--- config.mk ---
export PLATFORM = sky130hd
export DESIGN_NAME = load_store_unit
export DESIGN_NICKNAME = d
export VERILOG_FILES = /design/src/rtl/load_store_unit.sv
export SDC_FILE = /design/constraint.sdc
export NUM_CORES = 1
export LEC_CHECK = 0
export ABC_AREA = 1
export BUFFER_PORTS_ARGS = -buffer_cell sky130_fd_sc_hd__buf_2
export CAP_MARGIN = 40
export CORE_MARGIN = 4
export CORE_UTILIZATION = 46
export DETAILED_ROUTE_END_ITERATION = 8
export HOLD_SLACK_MARGIN = 0.03
export PLACE_DENSITY_LB_ADDON = 0.1
export SYNTH_ARGS = -nofsm -noshare
export SYNTH_HDL_FRONTEND = slang
export SYNTH_SLANG_ARGS = --single-unit
--- constraint.sdc ---
create_clock -name clk -period 3.1 [get_ports clk]
set_input_delay 0.62 -clock clk [delete_from_list [all_inputs] [get_ports clk]]
set_output_delay 0.62 -clock clk [all_outputs]
set_load 0.05 [all_outputs]
--- src/rtl/load_store_unit.sv ---
// ---------------------------------------------------------------------------
// LoadStoreUnit: connects a CPU byte/half/word request port to a word-wide
// data memory. The memory has a registered read, so every read takes two
// cycles. Byte and half stores are done as read-modify-write. Illegal or
// misaligned requests are rejected without touching the memory.
//
// Ports
//   clk, rst               : clock, asynchronous active-high reset
//   req_valid / req_ready  : request handshake (ready only in IDLE)
//   req_write              : 1 = store, 0 = load
//   req_size               : 00 byte, 01 half, 10 word, 11 illegal
//   req_unsigned           : zero-extend (1) or sign-extend (0) loads
//   req_addr, req_wdata    : byte address, right-aligned store data
//   resp_valid             : one-cycle completion pulse
//   resp_rdata, resp_err   : extended load data / rejection flag
//   MemRead, MemWrite      : data memory strobes
//   mem_addr, mem_wdata    : word index and write word
//   mem_rdata              : memory read word (one cycle after MemRead)
// ---------------------------------------------------------------------------
module load_store_unit #(
  parameter int WIDTH = 32,
  parameter int DEPTH = 512
) (
  input  logic             clk,
  input  logic             rst,
  input  logic             req_valid,
  output logic             req_ready,
  input  logic             req_write,
  input  logic [1:0]       req_size,
  input  logic             req_unsigned,
  input  logic [WIDTH-1:0] req_addr,
  input  logic [WIDTH-1:0] req_wdata,
  output logic             resp_valid,
  output logic [WIDTH-1:0] resp_rdata,
  output logic             resp_err,
  output logic             MemRead,
  output logic             MemWrite,
  output logic [WIDTH-1:0] mem_addr,
  output logic [WIDTH-1:0] mem_wdata,
  input  logic [WIDTH-1:0] mem_rdata
);

  localparam logic [2:0] IDLE = 3'd0;
  localparam logic [2:0] RD1  = 3'd1;
  localparam logic [2:0] RD2  = 3'd2;
  localparam logic [2:0] WR   = 3'd3;
  localparam logic [2:0] RESP = 3'd4;

  localparam logic [1:0] SZ_BYTE = 2'b00;
  localparam logic [1:0] SZ_HALF = 2'b01;
  localparam logic [1:0] SZ_WORD = 2'b10;
  localparam logic [1:0] SZ_ILL  = 2'b11;

  logic [2:0]       state_q, state_d;
  logic             write_q, write_d;
  logic [1:0]       size_q, size_d;
  logic             unsigned_q, unsigned_d;
  logic [WIDTH-1:0] addr_q, addr_d;
  logic [WIDTH-1:0] wdata_q, wdata_d;
  logic             err_q, err_d;
  logic [WIDTH-1:0] word_q, word_d;

  logic             reqIllegal;
  logic [WIDTH-1:0] reqWordIndex;
  logic [4:0]       laneShift;
  logic [WIDTH-1:0] laneWord;
  logic [WIDTH-1:0] loadData;
  logic [WIDTH-1:0] laneMask;
  logic [WIDTH-1:0] mergeData;
  logic [WIDTH-1:0] storeData;
  logic             memActive;

  // Rejection is decided on the incoming request so that a bad request
  // never reaches a memory state.
  always_comb begin
    reqWordIndex = req_addr >> 2;
    reqIllegal   = 1'b0;
    if (req_size == SZ_ILL)                              reqIllegal = 1'b1;
    if (req_size == SZ_HALF && req_addr[0])              reqIllegal = 1'b1;
    if (req_size == SZ_WORD && req_addr[1:0] != 2'b00)   reqIllegal = 1'b1;
    if (reqWordIndex >= WIDTH'(DEPTH))                   reqIllegal = 1'b1;
  end

  // Next-state and request capture. Fields are latched only on accept so
  // that req_* may change freely while a request is in flight.
  always_comb begin
    state_d    = state_q;
    write_d    = write_q;
    size_d     = size_q;
    unsigned_d = unsigned_q;
    addr_d     = addr_q;
    wdata_d    = wdata_q;
    err_d      = err_q;
    word_d     = word_q;
    case (state_q)
      IDLE: begin
        if (req_valid) begin
          write_d    = req_write;
          size_d     = req_size;
          unsigned_d = req_unsigned;
          addr_d     = req_addr;
          wdata_d    = req_wdata;
          err_d      = reqIllegal;
          if (reqIllegal)                              state_d = RESP;
          else if (req_write && req_size == SZ_WORD)   state_d = WR;
          else                                         state_d = RD1;
        end
      end
      RD1:  state_d = RD2;
      RD2: begin
        word_d  = mem_rdata;
        state_d = write_q ? WR : RESP;
      end
      WR:   state_d = RESP;
      RESP: state_d = IDLE;
      default: state_d = IDLE;
    endcase
  end

  always_ff @(posedge clk or posedge rst) begin
    if (rst) begin
      state_q    <= IDLE;
      write_q    <= 1'b0;
      size_q     <= 2'b00;
      unsigned_q <= 1'b0;
      addr_q     <= '0;
      wdata_q    <= '0;
      err_q      <= 1'b0;
      word_q     <= '0;
    end else begin
      state_q    <= state_d;
      write_q    <= write_d;
      size_q     <= size_d;
      unsigned_q <= unsigned_d;
      addr_q     <= addr_d;
      wdata_q    <= wdata_d;
      err_q      <= err_d;
      word_q     <= word_d;
    end
  end

  // Lane handling: shift the addressed lane down for loads, and build a
  // lane mask for merging store data into the captured word.
  always_comb begin
    laneShift = (size_q == SZ_HALF) ? {addr_q[1], 4'b0000} : {addr_q[1:0], 3'b000};
    laneWord  = word_q >> laneShift;
    case (size_q)
      SZ_BYTE: loadData = {{(WIDTH-8){~unsigned_q & laneWord[7]}}, laneWord[7:0]};
      SZ_HALF: loadData = {{(WIDTH-16){~unsigned_q & laneWord[15]}}, laneWord[15:0]};
      default: loadData = word_q;
    endcase
    laneMask  = ((size_q == SZ_HALF) ? WIDTH'(16'hFFFF) : WIDTH'(8'hFF)) << laneShift;
    mergeData = (word_q & ~laneMask) | ((wdata_q << laneShift) & laneMask);
    storeData = (size_q == SZ_WORD) ? wdata_q : mergeData;
  end

  assign memActive  = (state_q == RD1) || (state_q == RD2) || (state_q == WR);
  assign req_ready  = (state_q == IDLE) && !rst;
  assign MemRead    = (state_q == RD1) || (state_q == RD2);
  assign MemWrite   = (state_q == WR);
  assign mem_addr   = memActive ? (addr_q >> 2) : '0;
  assign mem_wdata  = (state_q == WR) ? storeData : '0;
  assign resp_valid = (state_q == RESP);
  assign resp_err   = (state_q == RESP) && err_q;
  assign resp_rdata = (state_q == RESP && !err_q && !write_q) ? loadData : '0;

endmodule

Word-level counts from Yosys, hierarchy flattened
Cells that the tools add are included.
- register bits after elaboration: 104
- output and inout port bits: 101
- mux-type cells: 16
- eq/ne operators: 10
- order comparisons: 1
- reductions and logical operators: 16
- shift operators: 3
- bitwise gates (word level): 7
- operator list (cell ; count):
    $mux 32 ; 3
    $and 32x32->32 ; 2
    $pmux 32 s2 ; 1
    $not 32->32 ; 1
    $or 32x32->32 ; 1
    $shl 16x5->32 ; 1
    $shl 32x5->32 ; 1
    $shr 32x5->16 ; 1
    $ge 30x10->1 const B ; 1
    $mux 30 ; 1
    $mux 16 ; 1
    $pmux 3 s4 ; 1
    $mux 3 ; 3
    $logic_and 1x1->1 ; 7
    $eq 2x2->1 const B ; 3
    $eq 3x2->1 const B ; 2
    $eq 2x1->1 const B ; 2
    $mux 1 ; 4
    $mux 4 ; 1
    $eq 3x1->1 const B ; 1
    $eq 3x3->1 const B ; 1
    $logic_not 1->1 ; 3
    $logic_not 3->1 ; 1
    $and 1x1->1 ; 2
    7 further kinds ; 8

Longest topological paths before layout
Gate-level depths: netlist (run 1).
- word-level depth: 8
- gate-level depth with buffers: 11
- depth with buffers taken out: 9

Worst setup path before layout (run 1)
No wires, ideal clock.
- path kind: register to output
- start point: register state_q[2]
- end point: output mem_wdata[4]
- buffers on the path: 1
- slack: 164 ps
- stages on the path, launching flop included: 5
- data arrival time: 2316 ps
- path through: dfrtp_1 > nor3_1 > clkbuf_1 > o21ai_0 > nor2_1
- longest elaborated chain between the ends: 2
- RTL lines (item ; line ; source):
    from (decl) ; 54 ; logic [2:0] state_q, state_d;
    from (signal assigned) ; 131 ; state_q <= state_d;
    $eq 3x2->1 ; n/a ;
    via MemWrite ; 37 ; output logic MemWrite,
    $mux 32 ; 162 ; assign mem_wdata = (state_q == WR) ? storeData : '0;
    to (decl) ; 39 ; output logic [WIDTH-1:0] mem_wdata,
The timed path passes the listed nets, and every way through them passes these cells.

Final worst setup path (run 1)
- start point: register size_q[1]
- end point: output resp_rdata[16]
- longest elaborated chain between the ends: 6
- elaborated cells between the ends (all ways): 8
- classes of those cells: eq/ne: 1; shift: 1; mux: 3; bitwise: 2; reduce/logical: 1
- RTL lines (item ; line ; source):
    from (decl) ; 56 ; logic [1:0] size_q, size_d;
    from (signal assigned) ; 133 ; size_q <= size_d;
    $eq 2x1->1 ; 145, 147 ;
    $mux 4 ; 145 ; laneShift = (size_q == SZ_HALF) ? {addr_q[1], 4'b0000} : {addr_q[1:0], 3'b000};
    $shr 32x5->16 ; 146 ; laneWord = word_q >> laneShift;
    $and 1x1->1 (on tied branches) ; 149, 148 ;
    $pmux 32 s2 * ; 147 ; case (size_q)
    $mux 32 * ; 165 ; assign resp_rdata = (state_q == RESP && !err_q && !write_q) ? loadData : '0;
    to (decl) ; 34 ; output logic [WIDTH-1:0] resp_rdata,
Mark *: on every way between the ends. The rest lies on a longest branch, timed or not.

==> impl_metrics.ini, run 1 <==
[grt]
antenna_found_initial = 0
grt_pass1_vias = 5923
grt_pass1_wl_um = 30100
grt_max_degree = 105
grt_overflow_total = 0
track_usage_pct = 25.9

[worst_setup_path]
path_class = flip-flop to primary output
critPathLaunchType = flip-flop
worstSetupEndpointType = primary output
arrival_ns = 2.32
worstPathMaxFanout = 36
worst_ep_required_time_ns = 2.48

[sta]
min_period_over_period_pct = 94.7
relSlewSlack_pct = 57.4
setup_slack_ns = 0.164
fin_crit_ns = 2.94
hold_viol = 0
drv_slew = 0
tightest_slew_ns = 0.635
fin_skew_ns = 0.00586
fmax_mhz = 341
setup_violations = 0

[floorplan]
core_area_um2 = 12700
die-area_um2 = 15000
initial_core_util_pct = 47.4
die_h_um = 123
fp.dieW_um = 123
rows = 41
io-pin-count = 204

[clock_tree]
clockBufferDepth = 2
clkSinkCount = 104
post_cts_buffers = 0
clk_pin_slew_worst_paths_ns = 0.07
holdBufCountCts = 0
clkLatencyLatePin_ns = 0.35
cts_root_buf = clkbuf_16
cts_tree = yes
cts_buffers = 9
cts_max_level = 3

[route]
wl_per_cell_um = 15.4
antenna_left = 0
vias_per_cell = 5.12
drt_iter0_markers = 467
drc = 0
route.vias.total = 6292
dr.pass1.iters = 5
routed_wl_um = 19000

[pwr]
p_per_area_nw_per_um2 = 873
ir_drop_uv = 499
leakage_nw = 4.04

[yosys]
synthTopCellsByCount = nand2_1 (263), o21ai_0 (147), dfrtp_1 (104), inv_1 (103), nor2_1 (69)
yosysSeqAreaShare_pct = 43.1
synthDistinctLibCells = 28
ys_top_cells_by_area = dfrtp_1 (43%), nand2_1 (16%), o21ai_0 (12%), inv_1 (6.4%), a21oi_1 (4.8%)
async_reset_ff_share_pct = 100
ys_warn_count = 0
synth_edf_count = 0
synth.most_common_cell = nand2_1
yosys_register_bits = 104
synth_top_area_share_pct = 43.1
netlist_instances = 875
synth_top_area_cell = dfrtp_1
synth_flop_cell = dfrtp_1
netlist_area_um2 = 6030
syn_area_per_cell_um2 = 6.90

[final_layout]
drive_gt1_share_pct = 25.3
final_area_um2 = 7490
areaGrowthSynthToFinish_pct = 24.1
fin_nets = 1156
n_antenna_cell = 0
nFillCells = 1301

[placement]
numPortBuffers = 201
gp_congestion = 0.923
hpwl_um = 13800
post-place-ws_ns = 0.251
placed_area_um2 = 7130

[outcome]
outcome = complete, no violations

[run]
cap_violations = 0

[worst_hold_path]
hp-class = primary input to async pin
==> kinds of logic after synthesis <==
group / after synthesis / synth area share, %
AO/OA/AOI/OAI: 224 / 19.5
buffers and inverters: 160 / 11.2
AND/OR/NAND/NOR: 386 / 26.1
flip-flops: 104 / 43.1
other: 1 / 0.0622
==> stage by stage <==
step	std cells	TNS [ns]	power, W	hold WS (ns)	utilization, %
after floorplan	876	0	0.00457	0.444	-
after global placement	1211	0	0.00525	0.458	56.0
after detailed placement	1211	0	0.00529	0.464	56.0
after CTS	1228	0	0.00651	0.452	58.7
after global routing	1229	-0.0247	0.00707	0.456	58.9
final	1229	0	0.00654	0.393	58.9
==> flip-flops by register name, summed over array words and instances (netlist names) <==
register and flops:
addr_q 32, err_q 1, size_q 2, state_q 3
unsigned_q 1, wdata_q 32, word_q 32, write_q 1
==> cells in the final DEF, fill, tap and decap left out, drive strengths merged <==
master / n
a21oi: 69
clkinv: 2
nand2: 266
clkbuf: 12
nor3: 5
inv: 104
dfrtp: 104
nand4: 7
or2: 1
o21ai: 149
clkinvlp: 6
nor2: 72
conb: 2
o211ai: 6
nand3b: 1
buf: 215
nand3: 36
==> worst paths after layout <==
path                                         start                      end  cells past startpoint  slack [ns]
max                          size_q[1]$_DFFE_PP0P_           resp_rdata[16]                      8        0.16
min                                            rst   addr_q[14]$_DFFE_PP0P_                      3        0.39
max reg2reg                 state_q[1]$_DFFE_PP0P_  wdata_q[12]$_DFFE_PP0P_                      8        1.15
min reg2reg                wdata_q[25]$_DFFE_PP0P_  wdata_q[25]$_DFFE_PP0P_                      2        0.48
max in group asynchronous                      rst    size_q[1]$_DFFE_PP0P_                      3        2.21
min in group clk                     req_wdata[27]  wdata_q[27]$_DFFE_PP0P_                      3        0.46
==> layer usage <==
| metal | track usage (%) | vias up | part of all wire (%) | wire length [um] |
|---|---|---|---|---|
| li1 | - | 3126 | - | - |
| met1 | 34.3 | 2878 | 43 | 8150 |
| met2 | 41.8 | 258 | 47 | 8840 |
| met3 | 6.13 | 30 | 8.1 | 1530 |
| met4 | 8.89 | 0 | 2.5 | 467 |
| met5 | 0 | - | 0 | 0 |
==> worst max-delay path: stages, from the launching register on <==
cell and delay [ns]:
dfrtp_2 0.45, inv_6 0.16, nand2_4 0.14, nand2_8 0.22
nand2_1 0.10, nand3_2 0.20, nand3_4 0.20, a21oi_1 0.20
buf_2 0.28
==> what timing repair did <==
item,CTS,global route
resized for setup,6,9
cloned,2,1
setup endpoints to repair,35,59
pin swaps,2,0
==> cell type report <==
cell class	instances	area, um2	area share [%]
multi-input combinational	614	2820	37.6
clock inverter	4	28.8	0.384
sequential	104	2600	34.8
clock buffer	11	253	3.38
tap	172	215	2.87
timing repair buffer	216	1150	15.3
timing repair inverter	1	5.00	0.0668
inverter	107	420	5.61
==> where the power goes <==
part	internal [W]	total, W	switching, W
Clock	0.000586	0.00110	0.000510
Sequential	0.00183	0.00213	0.000297
Combinational	0.000895	0.00331	0.00242
(Power assumes the default switching activity.)
==> run 2: changes to the inputs <==
--- a/config.mk
+++ b/config.mk
@@ -5,7 +5,7 @@
 export SDC_FILE = /design/constraint.sdc
 export NUM_CORES = 1
 export LEC_CHECK = 0
-export ABC_AREA = 1
+export ABC_AREA = 0
 export BUFFER_PORTS_ARGS = -buffer_cell sky130_fd_sc_hd__buf_2
 export CAP_MARGIN = 40
 export CORE_MARGIN = 4
==> run 2 against run 1 <==
Global-route usage down 0.79 points. Clock-buffer cell count is 2 lower. Setup slack got worse by 0.032 ns. Die area barely moved. Non-clock buffer count rose by 1. Core utilization shrank 0.12 points. Combinational power is 80% lower. Area after synthesis is 0.10% lower. Total power down 49%. First-iteration DRC count shrank 25%.
==> impl_metrics.ini, run 2 <==
[yosys]
synth_edf_count = 0
synth.most_common_cell = dfrtp_1
synth_top_area_cell = dfrtp_1
synthDistinctLibCells = 50
netlist_instances = 607
synthTopCellsByCount = dfrtp_1 (104), mux2_2 (68), o21ai_0 (53), a21oi_1 (36), nor2_1 (35)
ys_warn_count = 0
yosysSeqAreaShare_pct = 43.2
syn_area_per_cell_um2 = 9.93
async_reset_ff_share_pct = 100
netlist_area_um2 = 6030
synth_top_area_share_pct = 43.2
ys_top_cells_by_area = dfrtp_1 (43%), mux2_2 (13%), o21ai_0 (4.4%), and2_1 (3.3%), a21oi_1 (3.0%)
synth_flop_cell = dfrtp_1
yosys_register_bits = 104

[worst_setup_path]
worst_ep_required_time_ns = 2.48
critPathMaxStageDelay_ns = 0.52
path_class = flip-flop to primary output
critPathLaunchType = flip-flop
path_buf_inv = 2
worstSetupEndpointType = primary output
worstPathMaxFanout = 26
arrival_ns = 2.35
cp.depth = 6
crit_chain = nand2_1, or2_1, inv_6, nand2_4, o31ai_1, buf_2
r2r_cells = 4
cpLargestDelayFamily = simple AND/OR/NAND/NOR gates
cp_slowest_cell = dfrtp_2

[grt]
antenna_found_initial = 3
grt_overflow_total = 0
track_usage_pct = 25.1
grt_pass1_wl_um = 29000
grt_max_degree = 76
grt_pass1_vias = 5448

[pwr]
ir_drop_uv = 247
p_per_area_nw_per_um2 = 450
leakage_nw = 3.56

[final_layout]
layout_commonest_cell = buf_2
fin_cells = 961
final_cell_mix = buf_2 (201), dfrtp_1 (102), mux2_2 (68)
nFillCells = 1166
areaGrowthSynthToFinish_pct = 24.0
n_antenna_cell = 0
drive_gt1_share_pct = 41.7
fin_nets = 887
top_regs = addr_q x32, wdata_q x32, word_q x32

[route]
wl_per_cell_um = 19.2
route.vias.total = 5465
drc = 0
vias_per_cell = 5.69
routed_wl_um = 18500
drt_iter0_markers = 350
dr.pass1.iters = 5
antenna_left = 0

[sta]
fin_skew_ns = 0.00667
tightest_slew_ns = 0.676
min_period_over_period_pct = 95.7
setup_slack_ns = 0.132
hold_viol = 0
fin_crit_ns = 2.97
drv_slew = 0
setup_violations = 0
fmax_mhz = 337
relSlewSlack_pct = 54.8
tns_ns = 0
whs_ns = 0.371

[floorplan]
io-pin-count = 204
rows = 41
die-area_um2 = 15000
die_h_um = 122
initial_core_util_pct = 47.4
fp.dieW_um = 122
core_area_um2 = 12700

[placement]
dpl.cell_count = 944
hpwl_um = 14000
post-place-ws_ns = 0.328
gp_congestion = 0.905
numPortBuffers = 201

[run]
cap_violations = 0

[clock_tree]
cts_max_level = 3
clkSinkCount = 104
clkLatencyLatePin_ns = 0.36
clk_pin_slew_worst_paths_ns = 0.07
cts_tree = yes
cts_root_buf = clkbuf_16
cts_buffers = 9
clockBufferDepth = 2
holdBufCountCts = 0

[worst_hold_path]
hp-class = primary input to async pin

[outcome]
outcome = complete, no violations
==> run 2: changes by cell type after synthesis, sizes merged, moves of 11 or more <==
cell | previous run | this run
mux2i | 0 | 11
and2 | 0 | 32
o31ai | 0 | 17
nand2 | 266 | 27
a211oi | 0 | 23
o21ai | 149 | 54
mux2 | 0 | 82
a21oi | 69 | 38
nor2b | 0 | 11
inv | 106 | 20
nor2 | 72 | 35
==> run 2: cell families (layout without fill, tap and decap cells) <==
family,Yosys count,in the layout,synth area share [%]
XOR/XNOR,1,1,0.145
flip-flops,104,104,43.2
multiplexers,93,93,17.1
buffers and inverters,73,254,6.17
other,1,2,0.0622
AO/OA/AOI/OAI,163,163,17.5
AND/OR/NAND/NOR,172,172,15.8
==> run 2: routing by layer <==
layer	global-route usage (%)	share of wire [%]
met2	39.8	46
met1	33.4	42
met4	8.96	3.0
met5	0	0.19
met3	6.36	8.3
==> run 2: what timing repair did <==
| action | CTS | global route |
|---|---|---|
| setup buffers | 0 | 1 |
| gates resized for setup | 2 | 7 |
| pin swaps | 0 | 1 |
| endpoints found under the setup margin | 15 | 42 |
==> run 2: metrics by stage <==
| stage | total power [W] | cell area, um2 | util, % |
|---|---|---|---|
| 2_1_floorplan | 0.00206 | 6080 | - |
| 3_3_place_gp | 0.00223 | 7150 | 56.2 |
| 3_5_place_dp | 0.00226 | 7150 | 56.2 |
| 4_1_cts | 0.00338 | 7440 | 58.5 |
| 5_1_grt | 0.00353 | 7470 | 58.7 |
| 6_report | 0.00336 | 7470 | 58.7 |
==> run 2: power breakdown <==
part / total [W] / internal (W) / switching (W) / leakage (nW)
Sequential: 0.00159 / 0.00149 / 0.0000986 / 1.21
Clock: 0.00112 / 0.000561 / 0.000557 / 0.136
Combinational: 0.000657 / 0.000276 / 0.000381 / 2.21
Total: 0.00336 / 0.00232 / 0.00104 / 3.56
==> run 2: cell type report <==
type	instances	area [um2]	area share, %
Tap cell	172	215	2.88
Sequential cell	104	2610	34.9
Clock buffer	9	225	3.01
Inverter	21	87.6	1.17
Timing Repair Buffer	217	1150	15.5
Clock inverter	7	63.8	0.854
Multi-Input combinational cell	431	3120	41.8
==> run 2: path summary, 6_finish.rpt <==
| kind | start | to | slack, ns |
|---|---|---|---|
| min in group clk | mem_rdata[29] | word_q[29]$_DFFE_PP0N_ | 0.47 |
| worst max-delay path | state_q[0]$_DFFE_PP0P_ | mem_wdata[25] | 0.13 |
| max in group asynchronous | rst | wdata_q[17]$_DFFE_PP0P_ | 2.04 |
| worst min-delay path | rst | addr_q[26]$_DFFE_PP0P_ | 0.37 |
| worst max register to register | state_q[1]$_DFFE_PP0P_ | wdata_q[20]$_DFFE_PP0P_ | 1.32 |
| worst min register to register | addr_q[19]$_DFFE_PP0P_ | addr_q[19]$_DFFE_PP0P_ | 0.48 |
